## src/rtl/sdram_bridge_pkg.sv

```systemverilog
// sdram_bridge_pkg: shared state encoding and request record for sdram_port_bridge
package sdram_bridge_pkg;
  localparam int MEM_AW_DEF = 22;
  localparam int SRC_AW = 25;
  typedef enum logic [1:0] {SYNC, IDLE, BUSY} state_t;
  typedef struct packed {
    logic [SRC_AW-1:0] addr;
    logic [7:0]        din;
    logic              we;
  } req_t;
endpackage

```

## src/rtl/sdram_port_bridge_if.sv

```systemverilog
// sdram_port_bridge_if: toggle req/ack bus between a port bridge and the SDRAM controller
interface sdram_port_bridge_if #(parameter int AW = 22);
  logic [AW-1:0] mem_addr;
  logic [7:0]    mem_din;
  logic          mem_we;
  logic          mem_req;
  logic          mem_ack;
  logic [15:0]   mem_dout;
  modport master(output mem_addr, mem_din, mem_we, mem_req, input mem_ack, mem_dout);
  modport slave(input mem_addr, mem_din, mem_we, mem_req, output mem_ack, mem_dout);
endinterface

```

## src/rtl/sdram_req_hold.sv

```systemverilog
// sdram_req_hold: one-entry request buffer with load/overwrite, clear and full flag
module sdram_req_hold
  import sdram_bridge_pkg::*;
(
  input  logic clk,
  input  logic rst,
  input  logic load_i,
  input  logic clr_i,
  input  req_t d_i,
  output req_t q_o,
  output logic full_o
);
  req_t q_q;
  logic full_q;
  always_ff @(posedge clk or posedge rst)
    if (rst) begin
      q_q <= '0;
      full_q <= 1'b0;
    end else begin
      if (load_i) q_q <= d_i;
      full_q <= load_i | (full_q & ~clr_i);
    end
  assign q_o = q_q;
  assign full_o = full_q;
endmodule

```

## src/rtl/sdram_port_bridge.sv

```systemverilog
// sdram_port_bridge: core read strobes / ioctl bytes to SDRAM toggle req/ack with one-entry hold.
// Optional ack watchdog enabled by defining SDRAM_BRIDGE_TIMEOUT_EN.
module sdram_port_bridge
  import sdram_bridge_pkg::*;
#(
  parameter int MEM_AW  = MEM_AW_DEF,
  parameter int TIMEOUT = 255
) (
  input  logic                clk_sys,
  input  logic                reset,
  input  logic                dl_active,
  input  logic                ioctl_wr,
  input  logic [SRC_AW-1:0]   ioctl_addr,
  input  logic [7:0]          ioctl_dout,
  output logic                ioctl_wait,
  input  logic                core_stb,
  input  logic [15:0]         core_addr,
  output logic [15:0]         core_dout,
  output logic                core_valid,
  sdram_port_bridge_if.master mem,
  output logic                err_timeout
);
  state_t state_q, state_d;
  logic [MEM_AW-1:0] addr_q, addr_d;
  logic [7:0] din_q, din_d;
  logic we_q, we_d, req_q, req_d, valid_q, valid_d, wait_q, wait_d;
  logic [15:0] dout_q, dout_d;
  logic wr_ev, rd_ev, new_ev, done, tmo;
  logic hold_load, hold_clr, hold_full, hold_full_nxt;
  req_t new_r, iss_r, hold_q;
  logic unused_bits;
  assign wr_ev = dl_active & ioctl_wr;
  assign rd_ev = ~dl_active & core_stb;
  assign new_ev = wr_ev | rd_ev;
  assign done = mem.mem_ack == req_q;
  assign new_r = wr_ev ? '{addr: ioctl_addr, din: ioctl_dout, we: 1'b1}
                       : '{addr: SRC_AW'({core_addr, 1'b0}), din: 8'h00, we: 1'b0};
  assign iss_r = hold_full ? hold_q : new_r;
  assign unused_bits = ^{iss_r.addr[SRC_AW-1:MEM_AW], TIMEOUT[0]};
  sdram_req_hold u_hold (
    .clk   (clk_sys),
    .rst   (reset),
    .load_i(hold_load),
    .clr_i (hold_clr),
    .d_i   (new_r),
    .q_o   (hold_q),
    .full_o(hold_full)
  );
`ifdef SDRAM_BRIDGE_TIMEOUT_EN
  logic [15:0] cnt_q, cnt_d;
  logic err_q, err_d;
  assign tmo = cnt_q == 16'(TIMEOUT - 1);
  always_comb begin
    cnt_d = (state_q == BUSY && !done) ? cnt_q + 16'd1 : 16'd0;
    err_d = err_q | (state_q == BUSY && !done && tmo);
  end
  always_ff @(posedge clk_sys or posedge reset)
    if (reset) begin
      cnt_q <= '0;
      err_q <= 1'b0;
    end else begin
      cnt_q <= cnt_d;
      err_q <= err_d;
    end
  assign err_timeout = err_q;
`else
  assign tmo = 1'b0;
  assign err_timeout = 1'b0;
`endif
  always_comb begin
    state_d = state_q;
    addr_d = addr_q;
    din_d = din_q;
    we_d = we_q;
    req_d = req_q;
    dout_d = dout_q;
    valid_d = 1'b0;
    hold_load = 1'b0;
    hold_clr = 1'b0;
    case (state_q)
      SYNC: begin
        req_d = mem.mem_ack;
        state_d = IDLE;
      end
      IDLE: if (hold_full || new_ev) begin
        addr_d = iss_r.addr[MEM_AW-1:0];
        din_d = iss_r.din;
        we_d = iss_r.we;
        req_d = ~req_q;
        state_d = BUSY;
        hold_clr = hold_full;
        hold_load = hold_full && new_ev;
      end
      BUSY: begin
        // a newer read replaces a held read; anything else only fills an empty hold
        hold_load = new_ev && (!hold_full || (rd_ev && !hold_q.we));
        if (done) begin
          state_d = IDLE;
          dout_d = we_q ? dout_q : mem.mem_dout;
          valid_d = !we_q;
        end else if (tmo) begin
          req_d = mem.mem_ack;
          state_d = IDLE;
        end
      end
      default: state_d = SYNC;
    endcase
    hold_full_nxt = hold_load | (hold_full & ~hold_clr);
    wait_d = (state_d != IDLE) | hold_full_nxt;
  end
  always_ff @(posedge clk_sys or posedge reset)
    if (reset) begin
      state_q <= SYNC;
      addr_q <= '0;
      din_q <= '0;
      we_q <= 1'b0;
      req_q <= 1'b0;
      dout_q <= '0;
      valid_q <= 1'b0;
      wait_q <= 1'b1;
    end else begin
      state_q <= state_d;
      addr_q <= addr_d;
      din_q <= din_d;
      we_q <= we_d;
      req_q <= req_d;
      dout_q <= dout_d;
      valid_q <= valid_d;
      wait_q <= wait_d;
    end
  assign mem.mem_addr = addr_q;
  assign mem.mem_din = din_q;
  assign mem.mem_we = we_q;
  assign mem.mem_req = req_q;
  assign ioctl_wait = wait_q;
  assign core_dout = dout_q;
  assign core_valid = valid_q;
endmodule
```

## src/flat_wrapper.sv

```systemverilog
// flat-port wrapper written by rule: the top's interface ports become plain ports
module sdram_port_bridge_flat import sdram_bridge_pkg::*;
#(
  parameter int MEM_AW  = MEM_AW_DEF,
  parameter int TIMEOUT = 255
)
  (clk_sys, reset, dl_active, ioctl_wr, ioctl_addr, ioctl_dout, ioctl_wait, core_stb, core_addr, core_dout, core_valid, err_timeout, mem_mem_addr, mem_mem_din, mem_mem_we, mem_mem_req, mem_mem_ack, mem_mem_dout);
  sdram_port_bridge_if mem_i ();
  input  logic clk_sys;
  input  logic reset;
  input  logic dl_active;
  input  logic ioctl_wr;
  input  logic [SRC_AW-1:0] ioctl_addr;
  input  logic [7:0] ioctl_dout;
  output logic ioctl_wait;
  input  logic core_stb;
  input  logic [15:0] core_addr;
  output logic [15:0] core_dout;
  output logic core_valid;
  output logic err_timeout;
  output wire logic [$bits(mem_i.mem_addr)-1:0] mem_mem_addr;
  output wire logic [$bits(mem_i.mem_din)-1:0] mem_mem_din;
  output wire logic [$bits(mem_i.mem_we)-1:0] mem_mem_we;
  output wire logic [$bits(mem_i.mem_req)-1:0] mem_mem_req;
  input wire logic [$bits(mem_i.mem_ack)-1:0] mem_mem_ack;
  input wire logic [$bits(mem_i.mem_dout)-1:0] mem_mem_dout;
  assign mem_mem_addr = mem_i.mem_addr;
  assign mem_mem_din = mem_i.mem_din;
  assign mem_mem_we = mem_i.mem_we;
  assign mem_mem_req = mem_i.mem_req;
  assign mem_i.mem_ack = mem_mem_ack;
  assign mem_i.mem_dout = mem_mem_dout;
  sdram_port_bridge #(.MEM_AW(MEM_AW), .TIMEOUT(TIMEOUT)) u_core (.clk_sys(clk_sys), .reset(reset), .dl_active(dl_active), .ioctl_wr(ioctl_wr), .ioctl_addr(ioctl_addr), .ioctl_dout(ioctl_dout), .ioctl_wait(ioctl_wait), .core_stb(core_stb), .core_addr(core_addr), .core_dout(core_dout), .core_valid(core_valid), .mem(mem_i), .err_timeout(err_timeout));
endmodule
```

## config.mk

```make
export PLATFORM = sky130hd
export DESIGN_NAME = sdram_port_bridge_flat
export DESIGN_NICKNAME = d
export VERILOG_FILES = /design/src/rtl/sdram_bridge_pkg.sv /design/src/rtl/sdram_port_bridge_if.sv /design/src/rtl/sdram_req_hold.sv /design/src/rtl/sdram_port_bridge.sv /design/src/flat_wrapper.sv
export SDC_FILE = /design/constraint.sdc
export NUM_CORES = 1
export LEC_CHECK = 0
export CAP_MARGIN = 20
export CORE_MARGIN = 8
export CORE_UTILIZATION = 47
export DETAILED_ROUTE_END_ITERATION = 8
export PLACE_DENSITY = 0.87
export SYNTH_ARGS = -nofsm -noshare
export SYNTH_HDL_FRONTEND = slang
export SYNTH_SLANG_ARGS = --single-unit
```

## constraint.sdc

```tcl
create_clock -name clk_sys -period 3.5 [get_ports clk_sys]
set_input_delay 0.7 -clock clk_sys [delete_from_list [all_inputs] [get_ports clk_sys]]
set_output_delay 0.7 -clock clk_sys [all_outputs]
set_load 0.005 [all_outputs]
```

==> results.md <==
- Top cell type's share of synthesized area: 0.538
- Setup crit start kind: input port
- Initial Util: 0.477
- Req. time, crit path: 3.73 ns
- RSZ-0062 raised after global routing: false
- Synthesized area per cell: around 12 um^2
- Slew margin rel.: 0.555
- Slowest cell delay on critical path: 0.87 ns
- Fin. max-slew vios: 0
- Compound-Gate Fraction of Synth Area: 0.0577
- Fin crit period: 2.53 ns
- Post-CTS sizing: 0
- CP max FO: 17
- Pwr Total: approximately 4.1 mW
- Final hold vios: 0
- Fmax: 396 MHz
- Final Core Density: 0.655
- Top post-synthesis cells by area: dfrtp_1 (54%), mux2_2 (18%), mux2i_1 (8.3%)
- Critical path's slowest cell: clkdlybuf4s50_1
- Placeable Area: 8090 um^2
- Std-Cell Rows: 33
- Die area: around 11,000 um^2
- Endpoint class of the critical path: register
- Largest family of logic cells by synthesized area: multiplexers
- Fillers: roughly 630
- Family with the most delay on the worst path: buffers and inverters
- Worst vdd ir: ~0.35 mV
- TritonCTS buffer count: 9
- Xor/xnor share of the synthesized area: 0.00227
- Post-synthesis sequential area ratio: 0.545
- Via count of the first global-routing pass: between 2,000 and 3,000
- CTS Buffer Depth: 2
- Number of routed nets with antenna violations: 0
- Placed cell area: between 5000 and 6000 um^2
- Routability cong.: 0.713
- Design Area, Final: ~5300 um^2
- Post-synth top flop: dfrtp_1
- Post-route setup TNS: 0 ns
- Synth Instances: about 310
- CP Class: in2reg
- DRT iter0 DRCs: 50
- # nets final: 500
- CTS tree: done
- Syn. warnings: 0
- Syn-to-layout area delta: 37.4%
- Syn_nets: 384
- Die H: 107 um
- List of most frequent post-synthesis cells: dfrtp_1 (83), mux2_2 (62), nand2_1 (33)
- Num ports: approximately 120
- # setup viols final: 0
- Layout cells sized above 1: 0.212
- Clock transition at path regs: 0.08 ns
- Tcrit/Tclk final: 0.722
- First-pass GRT wire length: about 15 mm
- Yosys top cell by area: dfrtp_1
- Post-synthesis mux area share: 0.268
- CP Cell Sequence: clkdlybuf4s50_1, mux2_4, nand2_2, o22ai_4, buf_4, mux2_2
- DR DRC count: 0
- Flops & latches, synth: between 80 and 90
- Cts hold-fix bufs: 0
- Hold_ws: 0.486 ns
- Clock latency on the worst-skew pair: approximately 0.34 ns
- Wirelength per Cell: roughly 16 um
- Cell Area, Synth: 3860 um^2
- Max_cap viols: 0
- Setup Buffers After CTS: 0
- Total gr overflow: 0
- Worst-margin pin slew: between 0.6 and 0.7 ns
- H-tree depth: 3
- IO Port Bufs: between 100 and 150
- Yosys cell types: 32
- Final WL: between 8 and 9 mm
- Post-Synth Simple-Gate Area: 0.0743
- Worst Skew: between 0.008 and 0.009 ns
- Largest net degree at the start of global routing: 49
- Arr. time, crit path: around 2.8 ns
- ANT cells: 0
- Hpwl dp: 6.37 mm
- EDFF count, synth: 0
- Synth Area in Adders: 0.0130
- Clk sinks: 84
- Via count: 2,674
- Pwr Density: 771 nW/um^2
- P_leak: about 2.3 nW
- Die X: between 100 and 150 um
- Status: finished clean
- Clk root buf: clkbuf_8
- Routed vias/inst: ~5.0
- Worst Path Buf+Inv: 2
- Gr usage total: 0.158
- Initial antenna violation count: 0
- DR pass1 iterations: 4
- Most numerous cell in the Yosys netlist: dfrtp_1
- HP Class: reg2reg
- Asr flop ratio synth: 1.00
path summary, 6_finish.rpt:
check / from / endpoint / slack, ns / cells past startpoint
setup / recovery: dl_active / u_core.u_hold.q_o[18] / 0.97 / 6
hold / removal: u_core.mem.mem_addr[21] / u_core.mem.mem_addr[21] / 0.49 / 2
setup reg to reg: u_core.state_q[1] / u_core.u_hold.q_o[18] / 1.56 / 6
hold reg to reg: u_core.mem.mem_addr[21] / u_core.mem.mem_addr[21] / 0.49 / 2
max in group asynchronous: reset / u_core.ioctl_wait / 2.01 / 3
min in group asynchronous: reset / u_core.mem.mem_addr[6] / 0.76 / 2
state kept, by name, summed over array words and instances (netlist names):
name                  flops
u_core.state_q            2
u_core.core_valid         1
u_core.core_dout         16
u_core.mem.mem_din        8
u_core.ioctl_wait         1
u_core.u_hold.full_o      1
u_core.u_hold.q_o        31
u_core.mem.mem_addr      22
u_core.mem.mem_req        1
u_core.mem.mem_we         1
worst reg2reg max path, stage by stage, from the launching register on:
cell and delay, ns:
dfrtp_1 0.43, inv_1 0.09, ha_1 0.32, nand4b_1 0.15, o22ai_4 0.19, buf_4 0.29
mux2_2 0.37
kinds of logic after synthesis:
logic type	after synthesis
adders and majority gates	4
other	1
AOI/OAI and AO/OA	39
xor gates and xnor gates	1
DFF	84
and+or+nand+nor	59
buffers and inverters	26
muxes	95
where the power goes:
part           switching (mW)  internal [mW]
registers               0.283           1.43
logic                   0.653           1.05
clock network           0.341          0.330
through the flow:
stage	cells	setup WS, ns
2_1_floorplan	309	0.637
3_3_place_gp	519	0.615
6_report	535	0.973
5_1_grt	535	0.866
4_1_cts	535	0.954
3_5_place_dp	519	0.580
area by class of cell:
cell class	instances	area (um^2)	share of cell area
flip-flops and latches	84	2100	0.397
multi-input cells	199	1620	0.305
repair buffers	124	1240	0.233
clock buffers	12	135	0.0255
clock inverters	4	50.0	0.00944
well taps	105	131	0.0248
inverters	7	27.5	0.00519
placed cells by master, fill, tap and decap left out, drive strengths merged:
cell type	Yosys	layout
clkdlybuf4s50	0	117
dfrtp	83	83
mux2	63	63
nand2	35	35
mux2i	32	32
o21ai	32	32
and3	16	16
clkbuf	4	12
buf	15	7
inv	7	6
ha	4	4
nor2	2	2
nand3	2	2
clkinv	0	2
clkinvlp	0	2
o22ai	2	2
xor2	1	1
nor3b	1	1
a21oi	1	1
nand2b	1	1
a31oi	1	1
nand4b	1	1
nor3	1	1
a21boi	1	1
o31a	1	1
o2bb2ai	1	1
conb	1	1
bufinv	0	1
dfstp	1	1
per-layer routing:
layer	share of wire	vias to the layer above	global-route usage
li1	-	1310	-
met1	0.42	1292	0.184
met2	0.51	63	0.273
met3	0.058	9	0.0444
met4	0.013	0	0.0553
met5	0	-	0
Power figures use the tool's default switching activity.
